<file path="config.mk">
export PLATFORM = sky130hd
export DESIGN_NAME = byte_stream_reader
export DESIGN_NICKNAME = d
export VERILOG_FILES = /design/src/rtl/byte_stream_reader.sv
export SDC_FILE = /design/constraint.sdc
export NUM_CORES = 1
export LEC_CHECK = 0
export BUFFER_PORTS_ARGS = -buffer_cell sky130_fd_sc_hd__buf_2
export CORE_MARGIN = 2
export CORE_UTILIZATION = 63
export DETAILED_ROUTE_END_ITERATION = 16
export HOLD_SLACK_MARGIN = 0.05
export PLACE_DENSITY = 0.82
export SKIP_CTS_REPAIR_TIMING = 1
export SYNTH_ARGS = -nofsm -noshare
export SYNTH_HDL_FRONTEND = slang
export SYNTH_SLANG_ARGS = --single-unit
</file>
<file path="constraint.sdc">
create_clock -name clk -period 2.8 [get_ports clk]
set_input_delay 0.28 -clock clk [delete_from_list [all_inputs] [get_ports clk]]
set_output_delay 0.28 -clock clk [all_outputs]
set_load 0.005 [all_outputs]
</file>
<file path="src/rtl/byte_stream_reader.sv">
// Purpose: byte storage bank with a write port and a burst read engine that streams stored bytes out over valid/ready.
// Latency: first byte is valid the cycle after rd_start is sampled; one byte per cycle while out_ready stays high.
// Backpressure: out_valid && !out_ready holds the pointer and count, and rd_start is ignored while busy.
module byte_stream_reader #(
    parameter int DEPTH  = 8,
    parameter int ADDR_W = 3
) (
    input  logic              clk,
    input  logic              rst_n,
    input  logic [7:0]        data,
    input  logic [ADDR_W-1:0] wr_addr,
    input  logic              store,
    input  logic              rd_start,
    input  logic [ADDR_W-1:0] rd_addr,
    input  logic [ADDR_W:0]   rd_len,
    output logic [7:0]        out_data,
    output logic              out_valid,
    input  logic              out_ready,
    output logic              busy,
    output logic              done
);

    typedef enum logic [1:0] {
        IDLE   = 2'd0,
        STREAM = 2'd1,
        DONE   = 2'd2
    } state_t;

    localparam logic [ADDR_W:0] DEPTH_L = (ADDR_W + 1)'(DEPTH);

    logic [7:0]        mem_q [DEPTH];
    state_t            state_q, state_d;
    logic [ADDR_W-1:0] ptr_q, ptr_d;
    logic [ADDR_W:0]   cnt_q, cnt_d;
    logic [ADDR_W:0]   len_clamped;
    logic              xfer;

    // A burst never covers more than DEPTH bytes, so no entry is read twice.
    assign len_clamped = (rd_len > DEPTH_L) ? DEPTH_L : rd_len;
    assign xfer        = out_valid && out_ready;

    // Storage bank: cleared on reset, written whenever store is high, regardless of FSM state.
    always_ff @(posedge clk or negedge rst_n) begin
        if (!rst_n) begin
            for (int i = 0; i < DEPTH; i++) begin
                mem_q[i] <= 8'h00;
            end
        end else if (store) begin
            mem_q[wr_addr] <= data;
        end
    end

    // Read engine state, pointer and remaining-byte count.
    always_ff @(posedge clk or negedge rst_n) begin
        if (!rst_n) begin
            state_q <= IDLE;
            ptr_q   <= '0;
            cnt_q   <= '0;
        end else begin
            state_q <= state_d;
            ptr_q   <= ptr_d;
            cnt_q   <= cnt_d;
        end
    end

    // Next-state and outputs; the byte is read combinationally, so a same-edge write to ptr is seen only next cycle.
    always_comb begin
        state_d   = state_q;
        ptr_d     = ptr_q;
        cnt_d     = cnt_q;
        out_valid = 1'b0;
        out_data  = 8'h00;
        busy      = 1'b0;
        done      = 1'b0;
        unique case (state_q)
            IDLE: begin
                if (rd_start) begin
                    ptr_d   = rd_addr;
                    cnt_d   = len_clamped;
                    state_d = (len_clamped == '0) ? DONE : STREAM;
                end
            end
            STREAM: begin
                busy      = 1'b1;
                out_valid = 1'b1;
                out_data  = mem_q[ptr_q];
                if (xfer) begin
                    ptr_d = ptr_q + 1'b1;
                    cnt_d = cnt_q - 1'b1;
                    if (cnt_q == (ADDR_W + 1)'(1)) begin
                        state_d = DONE;
                    end
                end
            end
            DONE: begin
                busy    = 1'b1;
                done    = 1'b1;
                state_d = IDLE;
            end
            default: begin
                state_d = IDLE;
            end
        endcase
    end

endmodule
</file>
==> results of run 1 <==
==> through the flow <==
step	utilization (%)	setup slack (ns)	total power [uW]
floorplan	-	1.10	2550
global placement	68.7	0.726	2790
detailed placement	68.7	0.583	2850
global route	73.7	0.165	4110
CTS	73.5	0.367	3920
finish	73.7	0.383	3890
==> logic make-up (layout without fill, tap and decap cells) <==
kind of cell               count (synthesis)  after routing
muxes                                     85             85
DFF                                       73             73
and+or+nand+nor                           36             36
AOI/OAI and AO/OA                         20             20
buffers and inverters                     19             61
adders and majority gates                  6              6
==> tightest hold or removal path, delay by kind of cell <==
family / cells / cell delay (ns)
compound gates: 1 / 0.08
buf+inv: 1 / 0.09
simple gates: 1 / 0.08
==> how the worst max path moves through the flow <==
stage / from / end / slack, ns / cells past startpoint
after global routing: state_q[1]$_DFFE_PN0P_ / out_data[6] / 0.17 / 7
after global placement: state_q[1]$_DFFE_PN0P_ / ptr_q[2]$_DFFE_PN0P_ / 0.73 / 6
after CTS: state_q[1]$_DFFE_PN0P_ / out_data[6] / 0.37 / 7
after floorplan: state_q[0]$_DFFE_PN0P_ / state_q[0]$_DFFE_PN0P_ / 1.10 / 5
final: state_q[1]$_DFFE_PN0P_ / out_data[6] / 0.38 / 7
after detailed placement: state_q[1]$_DFFE_PN0P_ / ptr_q[2]$_DFFE_PN0P_ / 0.58 / 6
==> per-layer routing <==
layer / vias up / track usage [%] / part of all wire, %
met1: 1102 / 34.8 / 46
met2: 40 / 38.2 / 49
met5: - / 0 / 0
met4: 0 / 11.7 / 2.0
met3: 11 / 4.66 / 3.0
li1: 981 / - / -
==> flip-flops by register name, summed over array words and instances (netlist names) <==
register  count
mem_q        64
ptr_q         3
cnt_q         4
state_q       2
==> layout make-up <==
type                    instances  area (sq um)
flip-flops and latches         73          1830
multi-input cells             147          1610
fillers                       395          1440
repair buffers                 38           218
clock buffers                  12           165
clock inverters                 4          97.6
well taps                      72          90.1
inverters                       7          26.3
==> power groups by stage <==
stage | registers [uW] | logic, uW | clock network, uW
2_1_floorplan | 1440 | 1110 | 0
3_3_place_gp | 1470 | 1320 | 0
3_5_place_dp | 1490 | 1360 | 0
4_1_cts | 1470 | 1380 | 1070
5_1_grt | 1510 | 1500 | 1110
6_report | 1470 | 1360 | 1060
==> Yosys cell counts (all sizes together) <==
master | n | area share (%)
dfrtp | 73 | 51
mux2 | 65 | 21
mux4 | 16 | 10
buf | 12 | 2.7
nor2 | 9 | 0.95
a22o | 8 | 2.0
inv | 7 | 0.74
a21oi | 6 | 0.84
ha | 6 | 2.1
nor3 | 6 | 1.3
mux2i | 4 | 1.1
nand2 | 3 | 0.32
nand3 | 3 | 0.42
nand4 | 3 | 0.53
nand4b | 3 | 0.74
nor3b | 3 | 1.3
a211oi | 2 | 0.77
nor2b | 2 | 0.35
o211ai | 2 | 0.42
a31oi | 1 | 0.18
and2 | 1 | 0.18
and4 | 1 | 0.25
nand2b | 1 | 0.39
nor4 | 1 | 0.18
o32ai | 1 | 0.25
==> summary.md, run 1 <==
| Metric | Value |
|---|---|
| DR iter-0 viols | `99` |
| Layout cells sized above 1 | `49.8%` |
| First-pass GRT wire length | `roughly 11 mm` |
| Switch Pwr | `about 1200 uW` |
| Most frequent CP cell | `inv_1` |
| Hold WC Path Type | `in -> reg` |
| Setup violations, final | `0` |
| Worst skew pair latency | `0.35 ns` |
| Final HPWL from detailed placement | `4.23 mm` |
| GPL Wtd Cong | `0.826` |
| Largest family of logic cells by synthesized area | `multiplexers` |
| Syn_area_per_cell | `14.9 sq um` |
| Setup TNS | `0 ns` |
| Most frequent cells in the layout | `73 x dfrtp_1, 65 x mux2_2, 33 x buf_2, 16 x mux4_2, 12 x clkbuf_8` |
| Final #Nets | `305` |
| Vias | `2134` |
| TritonCTS buffer count | `9` |
| CP max stage cell | `dfrtp_1` |
| Xor/xnor share of the synthesized area | `0%` |
| Netlist cell types | `32` |
| Crit-path cells | `inv_1 > ha_1 > inv_1 > nor2_1 > buf_4 > a22o_1 > buf_2` |
| Slowest cell delay on critical path | `0.39 ns` |
| FMAX | `414 MHz` |
| CTS max path bufs | `2` |
| Crit Path Category | `reg -> out` |
| CP top delay family | `buffers and inverters` |
| Worst endpoint required time | `2.52 ns` |
| Worst hold slack | `around 0.21 ns` |
| R2r setup slk | `0.58 ns` |
| Area Growth Syn to Fin | `13.4%` |
| Measured slew at the worst slew-check pin | `just under 0.9 ns` |
| PwrDens | `966 nW/um^2` |
| Final Hold Fails | `0` |
| Sequential area share after synthesis | `51.4%` |
| Register share of total power | `37.9%` |
| DRC | `0` |
| DR vias/cell | `6.05` |
| Status | `finished, final reports clean` |
| Crit path buffers/inverters | `4` |
| Starting density of the core | `about two thirds` |
| Max_slew headroom | `41.7%` |
| Clk slew on worst S/H paths | `0.08 ns` |
| Yosys warns | `0` |
| Site row count | `27` |
| Worst R2R End | `ptr_q[2]$_DFFE_PN0P_` |
| Hold depth | `3` |
| Hold Path End | `cnt_q[0]$_DFFE_PN0P_` |
| IO Count | `34` |
| Pint | `~2700 uW` |
| Max-Cap Viols | `0` |
| Clock share of power | `27.3%` |
| Die area | `~6300 sq um` |
| Post-layout instance count excluding filler cells | `353` |
| Adder-cell share of the synthesized area | `2.11%` |
| Cell Area, Placed | `around 3800 sq um` |
| Largest net degree at the start of global routing | `74` |
| Slew Viols, Final | `0` |
| Per-cell routed wire length | `between 15 and 20 um` |
| Register-to-Register Path Depth | `6` |
| Post-synthesis compound-gate area fraction | `4.43%` |
| HP Start | `rd_len[0]` |
| Post-Synth Simple-Gate Area | `6.86%` |
| Critical Path AT | `approximately 2.1 ns` |
| Die X | `79.1 um` |
| Finished Cell Area | `4030 sq um` |
| Overflow after GRT | `0` |
| Antenna violation net count after detailed routing | `0` |
| Final clock skew | `0.0124 ns` |
| IO Port Bufs | `33` |
| Total Routing Usage GR | `24.9%` |
| Comb pwr share | `34.9%` |
| Clock Tree Root | `clkbuf_8` |
| Synth Instances | `roughly 240` |
| Mux cell area share after synthesis | `around a third` |
| CP Capture Type | `output pin` |
| Mapped Nets | `268` |
| Peak VDD IR | `between 500 and 600 uV` |
| Synthesized cell area | `3560 sq um` |
| Core region area | `5470 sq um` |
| Critical path peak fanout | `12` |
| Number of global-route vias before repair | `2257` |
| CTS tree | `yes` |
| Critical Path Start Type | `flip-flop` |
| Antenna fix cells | `0` |
| Commonest non-fill, non-tap cell in the layout | `dfrtp_1` |
| Net Sw Frac | `30.2%` |
| Synth Register Bits | `73` |
| Placed insts | `336` |
| WL final | `6.91 mm` |
| Final Cycle Share | `86.3%` |
| RR Startpoint | `state_q[1]$_DFFE_PN0P_` |
| RSZ-0062 raised after global routing | `no` |
| Min Tclk post-route | `2.42 ns` |
| Initial antenna violation count | `0` |
| Leakage | `between 0.0015 and 0.002 uW` |
| Die span in y | `just under 80 um` |
| H-tree levels | `3` |
| Clk sinks | `73` |
| Drt first pass iters | `4` |
(Power assumes the default switching activity.)
==> run 2, diff against run 1 <==
--- a/config.mk
+++ b/config.mk
@@ -11,6 +11,7 @@
 export DETAILED_ROUTE_END_ITERATION = 16
 export HOLD_SLACK_MARGIN = 0.05
 export PLACE_DENSITY = 0.82
+export RECOVER_POWER = 50
 export SKIP_CTS_REPAIR_TIMING = 1
 export SYNTH_ARGS = -nofsm -noshare
 export SYNTH_HDL_FRONTEND = slang
==> constraint.sdc (replaced) <==
create_clock -name clk -period 2.83 [get_ports clk]
set_input_delay 0.283 -clock clk [delete_from_list [all_inputs] [get_ports clk]]
set_output_delay 0.283 -clock clk [all_outputs]
set_load 0.005 [all_outputs]
==> run 2 against run 1 <==
- die area did not move
- cell area shrank 1.6%
- largest cell class unchanged
- via count up 1.2%
- worst setup slack got worse by 0.00065 ns
- the flow now finishes with violations (max-capacitance violations, max-slew violations)
- clock power fell by 6%
- worst hold slack gained 0.013 ns
- routed wire length fell by 2.0%
- register-to-register slack worse by 0.02 ns
- combinational power about the same
- non-clock buffer count is 1 higher
==> summary.md, run 2 (same netlist as run 1, synthesis figures left out) <==
| Metric | Value |
|---|---|
| Status | `finished, violations left` |
| Failing checks | `max-capacitance violations, max-slew violations` |
| Max_slew headroom | `-15.8%` |
| CP top delay family | `buffers and inverters` |
| Slowest cell delay on critical path | `approximately 0.40 ns` |
| Top Registers | `mem_q (64), cnt_q (4), ptr_q (3)` |
| Vias | `~2200` |
| GPL Wtd Cong | `0.796` |
| WL final | `6.77 mm` |
| Measured slew at the worst slew-check pin | `1.74 ns` |
| Area Growth Syn to Fin | `11.5%` |
| Die area | `between 6000 and 7000 sq um` |
| Overflow after GRT | `0` |
| Final Cycle Share | `between 80% and 90%` |
| Setup TNS | `0 ns` |
| Setup violations, final | `0` |
| FILL cells | `a little under 400` |
| Critical Path Start Type | `flip-flop` |
| Crit-path cells | `inv_1 > ha_1 > inv_1 > nor2_1 > buf_4 > a22o_1 > buf_2` |
| Most frequent cells in the layout | `73 x dfrtp_1, 64 x mux2_2, 30 x buf_2, 16 x mux4_2` |
| Min Tclk post-route | `roughly 2.4 ns` |
| Largest net degree at the start of global routing | `34` |
| DR vias/cell | `6.10` |
| FMAX | `408 MHz` |
| H-tree levels | `3` |
| DR iter-0 viols | `53` |
| Drt first pass iters | `4` |
| Per-cell routed wire length | `19.1 um` |
| Commonest non-fill, non-tap cell in the layout | `dfrtp_1` |
| Cell Area, Placed | `3750 sq um` |
| Critical path peak fanout | `12` |
| Most frequent CP cell | `inv_1` |
| Number of global-route vias before repair | `2273` |
| CTS max path bufs | `2` |
| RSZ-0062 raised after global routing | `no` |
| CP max stage cell | `ha_1` |
| Slew Viols, Final | `52` |
| Leakage | `0.00172 uW` |
| CP Capture Type | `output pin` |
| Layout cells sized above 1 | `~47%` |
| Antenna fix cells | `0` |
| PwrDens | `954 nW/um^2` |
| Clock Tree Root | `clkbuf_8` |
| Crit path buffers/inverters | `4` |
| Clk slew on worst S/H paths | `0.07 ns` |
| First-pass GRT wire length | `11.2 mm` |
| Worst endpoint required time | `2.55 ns` |
| Antenna violation net count after detailed routing | `0` |
| IO Port Bufs | `33` |
| Worst skew pair latency | `0.35 ns` |
| CTS tree | `yes` |
| Final clock skew | `0.00232 ns` |
| Final Hold Fails | `0` |
| Final #Nets | `306` |
| Total Routing Usage GR | `about a quarter` |
| Finished Cell Area | `3970 sq um` |
| TritonCTS buffer count | `9` |
| Starting density of the core | `65.0%` |
| Max-Cap Viols | `4` |
| Worst hold slack | `0.227 ns` |
| Core region area | `5470 sq um` |
| IO Count | `34` |
| Final HPWL from detailed placement | `between 4 and 5 mm` |
| Top reg by flops | `mem_q` |
| Crit Path Category | `reg -> out` |
| Peak VDD IR | `447 uV` |
| Largest register FFs | `64` |
| Hold WC Path Type | `in -> reg` |
| Die X | `79.1 um` |
| Clk sinks | `73` |
| Die span in y | `79.1 um` |
| DRC | `0` |
| Initial antenna violation count | `0` |
| Site row count | `27` |
| Critical Path AT | `2.17 ns` |
[run 2: final cells by class]
type | count | area, sq um | share of cell area (%)
Tap cell | 72 | 90.1 | 2.27
Timing Repair Buffer | 39 | 209 | 5.27
Sequential cell | 73 | 1830 | 46.0
Inverter | 7 | 26.3 | 0.662
Clock buffer | 9 | 124 | 3.12
Clock inverter | 7 | 124 | 3.12
Multi-Input combinational cell | 147 | 1570 | 39.5
[run 2: per-stage QoR]
step	util (%)	cells	total power, uW	worst slack [ns]
final	72.5	354	3790	0.382
after global routing	72.5	354	4020	0.209
after CTS	73.1	353	3820	0.402
after detailed placement	68.6	337	2810	0.583
after global placement	68.6	337	2750	0.760
after floorplan	-	239	2530	1.13
[run 2: worst paths after layout]
check	start	to	slack [ns]	cells after the start
worst max-delay path	state_q[1]$_DFFE_PN0P_	out_data[6]	0.38	7
worst min-delay path	rd_len[0]	cnt_q[0]$_DFFE_PN0P_	0.23	3
worst max register to register	state_q[1]$_DFFE_PN0P_	ptr_q[2]$_DFFE_PN0P_	0.56	6
worst min register to register	mem_q[8]$_DFFE_PN0P_	mem_q[8]$_DFFE_PN0P_	0.50	1
max in group asynchronous	rst_n	mem_q[58]$_DFFE_PN0P_	0.79	3
min in group asynchronous	rst_n	mem_q[3]$_DFFE_PN0P_	0.92	2
[run 2: where the power goes]
group	switching (uW)	internal [uW]	leakage [uW]
logic	617	713	0.000728
clock network	405	594	0.000121
registers	146	1310	0.000874
[run 2: metal layers]
| layer | vias to the layer above | share of wire, % | GRT usage (%) |
|---|---|---|---|
| li1 | 979 | - | - |
| met1 | 1124 | 45 | 30.7 |
| met2 | 47 | 49 | 41.0 |
| met3 | 9 | 3.9 | 7.73 |
| met4 | 0 | 1.4 | 7.93 |
| met5 | - | 0 | 0 |
[run 2: worst reg2reg max path: cells and delay by family (launching register included)]
kind / cells / cell delay [ns]
flip-flops: 1 / 0.39
AO/OA/AOI/OAI: 2 / 0.69
multiplexers: 1 / 0.26
adder cells (fa/ha/maj): 1 / 0.40
buffers and inverters: 2 / 0.40
